===== config.mk =====
export PLATFORM = sky130hd
export DESIGN_NAME = ddr_rd_ctrl
export DESIGN_NICKNAME = d
export VERILOG_FILES = /design/src/rtl/ddr_rd_ctrl_pkg.sv /design/src/rtl/ddr_rd_burst_split.sv /design/src/rtl/ddr_rd_ctrl.sv
export SDC_FILE = /design/constraint.sdc
export NUM_CORES = 1
export LEC_CHECK = 0
export BUFFER_PORTS_ARGS = -buffer_cell sky130_fd_sc_hd__buf_4
export CAP_MARGIN = 15
export CORE_AREA = 2 2 236 238
export DETAILED_ROUTE_END_ITERATION = 12
export DIE_AREA = 0 0 238 240
export MAX_ROUTING_LAYER = met4
export PLACE_DENSITY = 0.57
export SETUP_SLACK_MARGIN = 0.02
export SLEW_MARGIN = 25
export SYNTH_ARGS = -nofsm -noshare
export SYNTH_HDL_FRONTEND = slang
export SYNTH_HIERARCHICAL = 1
export SYNTH_SLANG_ARGS = --single-unit

===== constraint.sdc =====
create_clock -name ddr_clk -period 30.4 [get_ports ddr_clk]
set_input_delay 0 -clock ddr_clk [delete_from_list [all_inputs] [get_ports ddr_clk]]
set_output_delay 0 -clock ddr_clk [all_outputs]
set_load 0.05 [all_outputs]

===== src/rtl/ddr_rd_ctrl_pkg.sv =====
// Shared types and constants for the DDR line-read burst master.
package ddr_rd_ctrl_pkg;

  typedef enum logic [1:0] {
    IDLE = 2'd0,
    ADDR = 2'd1,
    WAIT = 2'd2,
    DONE = 2'd3
  } state_t;

  localparam logic [1:0] RESP_OKAY   = 2'b00;
  localparam logic [1:0] RESP_EXOKAY = 2'b01;
  localparam logic [1:0] RESP_SLVERR = 2'b10;
  localparam logic [1:0] RESP_DECERR = 2'b11;

  // One data beat spans this many DQ-width address units.
  localparam int unsigned WORDS_PER_BEAT = 8;

endpackage


===== src/rtl/ddr_rd_burst_split.sv =====
// Combinational burst slicer: size of the next AXI burst and where the one after it starts.
module ddr_rd_burst_split
  import ddr_rd_ctrl_pkg::*;
#(
  parameter int unsigned ADDR_WIDTH = 27,
  parameter int unsigned LEN_WIDTH  = 16,
  parameter int unsigned BURST_MAX  = 16
) (
  input  logic [ADDR_WIDTH-1:0] addr,
  input  logic [LEN_WIDTH-1:0]  remaining,
  output logic [7:0]            arlen_c,
  output logic [ADDR_WIDTH-1:0] next_addr_c,
  output logic [LEN_WIDTH-1:0]  next_remaining_c
);

  localparam int unsigned STEP_WIDTH = LEN_WIDTH + $clog2(WORDS_PER_BEAT) + 1;
  localparam logic [LEN_WIDTH-1:0] BURST_BEATS = LEN_WIDTH'(BURST_MAX);

  logic [LEN_WIDTH-1:0]  beats;
  logic [STEP_WIDTH-1:0] step;

  // Clamp to BURST_MAX, then advance address (modulo 2^ADDR_WIDTH) and remaining count.
  always_comb begin
    beats            = (remaining > BURST_BEATS) ? BURST_BEATS : remaining;
    arlen_c          = (beats == '0) ? 8'd0 : 8'(beats - LEN_WIDTH'(1));
    step             = STEP_WIDTH'(beats) * STEP_WIDTH'(WORDS_PER_BEAT);
    next_addr_c      = addr + ADDR_WIDTH'(step);
    next_remaining_c = remaining - beats;
  end

endmodule


===== src/rtl/ddr_rd_ctrl.sv =====
// Line-read master: splits one line request into AXI4 read bursts and forwards returned beats.
module ddr_rd_ctrl
  import ddr_rd_ctrl_pkg::*;
#(
  parameter int unsigned ADDR_WIDTH      = 27,
  parameter int unsigned DQ_WIDTH        = 32,
  parameter int unsigned LEN_WIDTH       = 16,
  parameter int unsigned BURST_MAX       = 16,
  parameter int unsigned MAX_OUTSTANDING = 4
) (
  input  logic                    ddr_clk,
  input  logic                    ddr_rst,
  input  logic                    ddr_rreq,
  input  logic [ADDR_WIDTH-1:0]   ddr_raddr,
  input  logic [LEN_WIDTH-1:0]    ddr_rd_len,
  output logic                    ddr_rrdy,
  output logic                    ddr_rdone,
  output logic [8*DQ_WIDTH-1:0]   ddr_rdata,
  output logic                    ddr_rdata_en,
  output logic                    rd_err,
  output logic [ADDR_WIDTH-1:0]   axi_araddr,
  output logic [7:0]              axi_arlen,
  output logic                    axi_arvalid,
  input  logic                    axi_arready,
  input  logic [8*DQ_WIDTH-1:0]   axi_rdata,
  input  logic [1:0]              axi_rresp,
  input  logic                    axi_rlast,
  input  logic                    axi_rvalid,
  output logic                    axi_rready
);

  localparam int unsigned DATA_WIDTH = 8 * DQ_WIDTH;
  localparam int unsigned OUT_WIDTH  = $clog2(MAX_OUTSTANDING + 1);
  localparam logic [OUT_WIDTH-1:0] OUT_LIMIT = OUT_WIDTH'(MAX_OUTSTANDING);

  state_t                 state_q, state_d;
  logic                   rrdy_q, rrdy_d;
  logic                   rdone_q, rdone_d;
  logic                   arvalid_q, arvalid_d;
  logic                   err_q, err_d;
  logic                   rdata_en_q;
  logic [DATA_WIDTH-1:0]  rdata_q;
  logic [ADDR_WIDTH-1:0]  araddr_q, araddr_d;
  logic [ADDR_WIDTH-1:0]  next_addr_q, next_addr_d;
  logic [7:0]             arlen_q, arlen_d;
  logic [LEN_WIDTH-1:0]   rem_q, rem_d;
  logic [LEN_WIDTH-1:0]   len_q, len_d;
  logic [LEN_WIDTH-1:0]   rcv_q, rcv_d;
  logic [OUT_WIDTH-1:0]   out_q, out_d;

  logic                   ar_hs;
  logic                   r_last;
  logic [ADDR_WIDTH-1:0]  split_addr;
  logic [LEN_WIDTH-1:0]   split_rem;
  logic [7:0]             split_arlen;
  logic [ADDR_WIDTH-1:0]  split_next_addr;
  logic [LEN_WIDTH-1:0]   split_next_rem;

  assign ar_hs  = arvalid_q & axi_arready;
  assign r_last = axi_rvalid & axi_rlast;

  // In IDLE the slicer sees the incoming request; afterwards it sees the burst queued behind the one on AR.
  assign split_addr = (state_q == IDLE) ? ddr_raddr : next_addr_q;
  assign split_rem  = (state_q == IDLE) ? ddr_rd_len : rem_q;

  ddr_rd_burst_split #(
    .ADDR_WIDTH (ADDR_WIDTH),
    .LEN_WIDTH  (LEN_WIDTH),
    .BURST_MAX  (BURST_MAX)
  ) u_split (
    .addr             (split_addr),
    .remaining        (split_rem),
    .arlen_c          (split_arlen),
    .next_addr_c      (split_next_addr),
    .next_remaining_c (split_next_rem)
  );

  // Next-state, AR sequencing, beat and outstanding bookkeeping.
  always_comb begin
    state_d     = state_q;
    rrdy_d      = rrdy_q;
    rdone_d     = 1'b0;
    arvalid_d   = arvalid_q;
    araddr_d    = araddr_q;
    arlen_d     = arlen_q;
    next_addr_d = next_addr_q;
    rem_d       = rem_q;
    len_d       = len_q;
    rcv_d       = rcv_q;
    err_d       = err_q | (axi_rvalid & (axi_rresp != RESP_OKAY));

    case ({ar_hs, r_last})
      2'b10:   out_d = out_q + OUT_WIDTH'(1);
      2'b01:   out_d = out_q - OUT_WIDTH'(1);
      default: out_d = out_q;
    endcase

    if ((state_q == ADDR || state_q == WAIT) && axi_rvalid) begin
      rcv_d = rcv_q + LEN_WIDTH'(1);
    end

    case (state_q)
      IDLE: begin
        if (ddr_rreq) begin
          rrdy_d = 1'b0;
          len_d  = ddr_rd_len;
          rcv_d  = '0;
          if (ddr_rd_len == '0) begin
            state_d = DONE;
            rdone_d = 1'b1;
          end else begin
            state_d     = ADDR;
            arvalid_d   = (out_d < OUT_LIMIT);
            araddr_d    = split_addr;
            arlen_d     = split_arlen;
            next_addr_d = split_next_addr;
            rem_d       = split_next_rem;
          end
        end
      end
      ADDR: begin
        if (ar_hs) begin
          if (rem_q == '0) begin
            state_d   = WAIT;
            arvalid_d = 1'b0;
          end else begin
            arvalid_d   = (out_d < OUT_LIMIT);
            araddr_d    = split_addr;
            arlen_d     = split_arlen;
            next_addr_d = split_next_addr;
            rem_d       = split_next_rem;
          end
        end else if (!arvalid_q) begin
          arvalid_d = (out_d < OUT_LIMIT);
        end
      end
      WAIT: begin
        if (rcv_q == len_q) begin
          state_d = DONE;
          rdone_d = 1'b1;
        end
      end
      DONE: begin
        state_d = IDLE;
        rrdy_d  = 1'b1;
      end
      default: state_d = IDLE;
    endcase
  end

  // State and output registers.
  always_ff @(posedge ddr_clk or posedge ddr_rst) begin
    if (ddr_rst) begin
      state_q     <= IDLE;
      rrdy_q      <= 1'b1;
      rdone_q     <= 1'b0;
      arvalid_q   <= 1'b0;
      err_q       <= 1'b0;
      rdata_en_q  <= 1'b0;
      rdata_q     <= '0;
      araddr_q    <= '0;
      next_addr_q <= '0;
      arlen_q     <= '0;
      rem_q       <= '0;
      len_q       <= '0;
      rcv_q       <= '0;
      out_q       <= '0;
    end else begin
      state_q     <= state_d;
      rrdy_q      <= rrdy_d;
      rdone_q     <= rdone_d;
      arvalid_q   <= arvalid_d;
      err_q       <= err_d;
      rdata_en_q  <= axi_rvalid;
      rdata_q     <= axi_rdata;
      araddr_q    <= araddr_d;
      next_addr_q <= next_addr_d;
      arlen_q     <= arlen_d;
      rem_q       <= rem_d;
      len_q       <= len_d;
      rcv_q       <= rcv_d;
      out_q       <= out_d;
    end
  end

  assign ddr_rrdy     = rrdy_q;
  assign ddr_rdone    = rdone_q;
  assign ddr_rdata    = rdata_q;
  assign ddr_rdata_en = rdata_en_q;
  assign rd_err       = err_q;
  assign axi_araddr   = araddr_q;
  assign axi_arlen    = arlen_q;
  assign axi_arvalid  = arvalid_q;
  assign axi_rready   = 1'b1;

endmodule

==> metrics <==
Fin. Hold Viols=0; Final Wtd Congestion=0.832; DRC=0; worst-path cell chain=inv_1 > ha_2 > mux2_2 > or4_4 > nor2_1 > nand3_1 > nor2_1 > and2_1 > ha_1 > and2_1 > a311oi_1 > maj3_4 > o21ai_0 > a21oi_1 > o21ai_0 > xor2_1 > mux2_2; LEAKAGE=11.1 nW; GR peak layer=met2; I/O Buffers=602; Worst Slack Setup Final=24.84 ns; Synth Cell Area=13300 um^2; post-DR wirelength/cell=19.7 um; ys async rst share=1.00; Cell Rows=86; Layout Cells excl Fill=2601; Synth Area per Inst=14.9 um^2; GRT met3 Usage=0.0541; post-synthesis cell type count=54; final clock skew=0.0138 ns; Clock Path Buffers=3; EDFF count, synth=0; first-pass GRT wire length=75100 um; critical path arrival=5.99 ns; Worst-Margin Slew=0.883 ns; met1 usage=0.203; DP Worst Slack=24.90 ns; CP Capture Type=flop; die area=57100 um^2; share of layout cells above drive strength 1=0.428; Starting Density=0.244; Post-CTS Hold Buffers=306; Ys Warns=6; Slew Viols, Final=0; Final nets=2178; Post-Synth Adder-Cell Area=0.0256; worst stage delay on the critical path=0.70 ns; Placed Cells=2196; vias in the first global route=12000; final period utilization=0.183; maximum VDD drop=59.7 uV; most frequent cells in the layout=buf_4, dfrtp_1, dlygate4sd3_1; commonest non-fill, non-tap cell in the layout=buf_4; Worst Setup Start Kind=flop; Setup violations, final=0; Hold Path Class=input port to flop; CP max FO=31; root buffer cell=clkbuf_16; Slew Limit Headroom=0.411; GRT Total Usage=0.181; Fill cells=4963; DR pass1 iterations=5; Compound-Gate Fraction of Synth Area=0.0355; post-layout util=0.427; max frequency=180 MHz; Clock Latency Late Sink=0.56 ns; Routed WL=51400 um; Final Critical Period=5.56 ns; Main synth FF type=dfrtp_1; boundary pin count=604; die height=240 um; CTS tree=yes; antenna violations before repair=17; Setup Buffers After CTS=0; status=completed; core region area=54700 um^2; Vias/cell=4.14; Cells after Synth=897; GR Overflow Total=0; Setup CP Type=flop to flop; Post-Synth Simple-Gate Area=0.0700; routing usage on met2=0.303; post-synthesis mux area share=0.105; WP data required=30.84 ns; largest family of logic cells by synthesized area=multiplexers; P per Cell Area=82.3 nW/um^2; Synth Area in XOR/XNOR=0.0401; total CTS buffers=45; Reg clk slew, reported paths=0.06 ns; Layout area overhead=75.2%; clk sink count=376; width of the die=238 um; worst hold margin=0.0817 ns; via count=10800; Detailed Route Iter0 Violations=460; Slowest-stage cell, CP=ha_2; pin count of the biggest net entering global routing=120; CTS resizes=0; RSZ-0062 raised after global routing=false; post-route ant nets=0; Multi-input gate area=3740 um^2; htree depth=2; sequential area share after synthesis=0.706; Max Cap Violations=0; FF+latch count, synth=376; Setup TNS=0 ns; Reg area=9410 um^2; hpwl dp=37500 um
## power by group
group	switching (mW)	internal, mW	total (mW)
Sequential	0.0517	0.590	0.641
Combinational	0.412	0.319	0.731
Clock	0.221	0.331	0.552
## Yosys cell counts (12+ instances only)
| master | number | area share |
|---|---|---|
| mux2_2 | 102 | 0.086 |
| inv_1 | 18 | 0.0051 |
| o21ai_0 | 18 | 0.0068 |
| dfrtp_1 | 375 | 0.70 |
| xor2_1 | 32 | 0.021 |
| and2_1 | 12 | 0.0056 |
| ha_1 | 23 | 0.022 |
| xnor2_1 | 29 | 0.019 |
| nor4_1 | 16 | 0.0075 |
| a21oi_1 | 22 | 0.0083 |
| mux2_1 | 20 | 0.017 |
| nor2_1 | 31 | 0.0087 |
| nand2_1 | 75 | 0.021 |
## stage by stage
stage / cell area [um^2] / power [mW]
finish: 23400 / 1.92
global route: 23400 / 2.03
CTS: 23300 / 1.95
detailed placement: 18700 / 1.35
global placement: 18700 / 1.33
floorplan: 13400 / 1.15
## layer usage
metal	vias to the layer above	routed length (um)	part of all wire
met5	-	0	0
met4	0	2110	0.041
met3	93	3570	0.069
met2	392	26200	0.51
li1	4971	-	-
met1	5318	19500	0.38
## critical path, delay by kind of cell, from the launching register on
family,cells,cell delay [ns]
adder cells (fa/ha/maj),3,1.31
AO/OA/AOI/OAI,4,0.90
buffers and inverters,1,0.11
flip-flops,1,0.42
AND/OR/NAND/NOR,6,1.84
XOR/XNOR,1,0.15
multiplexers,2,0.70
## cell type report
| class | count | area share |
|---|---|---|
| Clock inverter | 18 | 0.00851 |
| Multi-Input combinational cell | 488 | 0.160 |
| Inverter | 18 | 0.00321 |
| Antenna cell | 17 | 0.00182 |
| Timing Repair Buffer | 917 | 0.329 |
| Tap cell | 704 | 0.0377 |
| Clock buffer | 63 | 0.0567 |
| Sequential cell | 376 | 0.403 |
## state kept, by name, summed over array words and instances, names as in the netlist
register,cells
ddr_rdata,256
axi_araddr,27
next_addr_q,27
len_q,16
rcv_q,16
rem_q,16
axi_arlen,8
out_q,3
state_q,2
axi_arvalid,1
ddr_rdata_en,1
ddr_rdone,1
ddr_rrdy,1
rd_err,1
## cells by family after synthesis
family | count (synthesis)
xor gates and xnor gates | 61
adders and majority gates | 26
other | 3
AOI/OAI and AO/OA | 73
buffers and inverters | 44
muxes | 125
DFF | 376
and+or+nand+nor | 189
## path summary, 6_finish.rpt
check                           slack, ns  cells past startpoint               to           from
worst max-delay path                24.84                     17  next_addr_q[15]     state_q[0]
worst min-delay path                 0.08                      2    ddr_rdata[15]  axi_rdata[15]
worst max register to register      24.84                     17  next_addr_q[15]     state_q[0]
worst min register to register       0.47                      1           rd_err         rd_err
max in group asynchronous           28.47                      5   ddr_rdata[252]        ddr_rst
min in group asynchronous            0.15                      3           rd_err        ddr_rst
(Power assumes the default switching activity.)
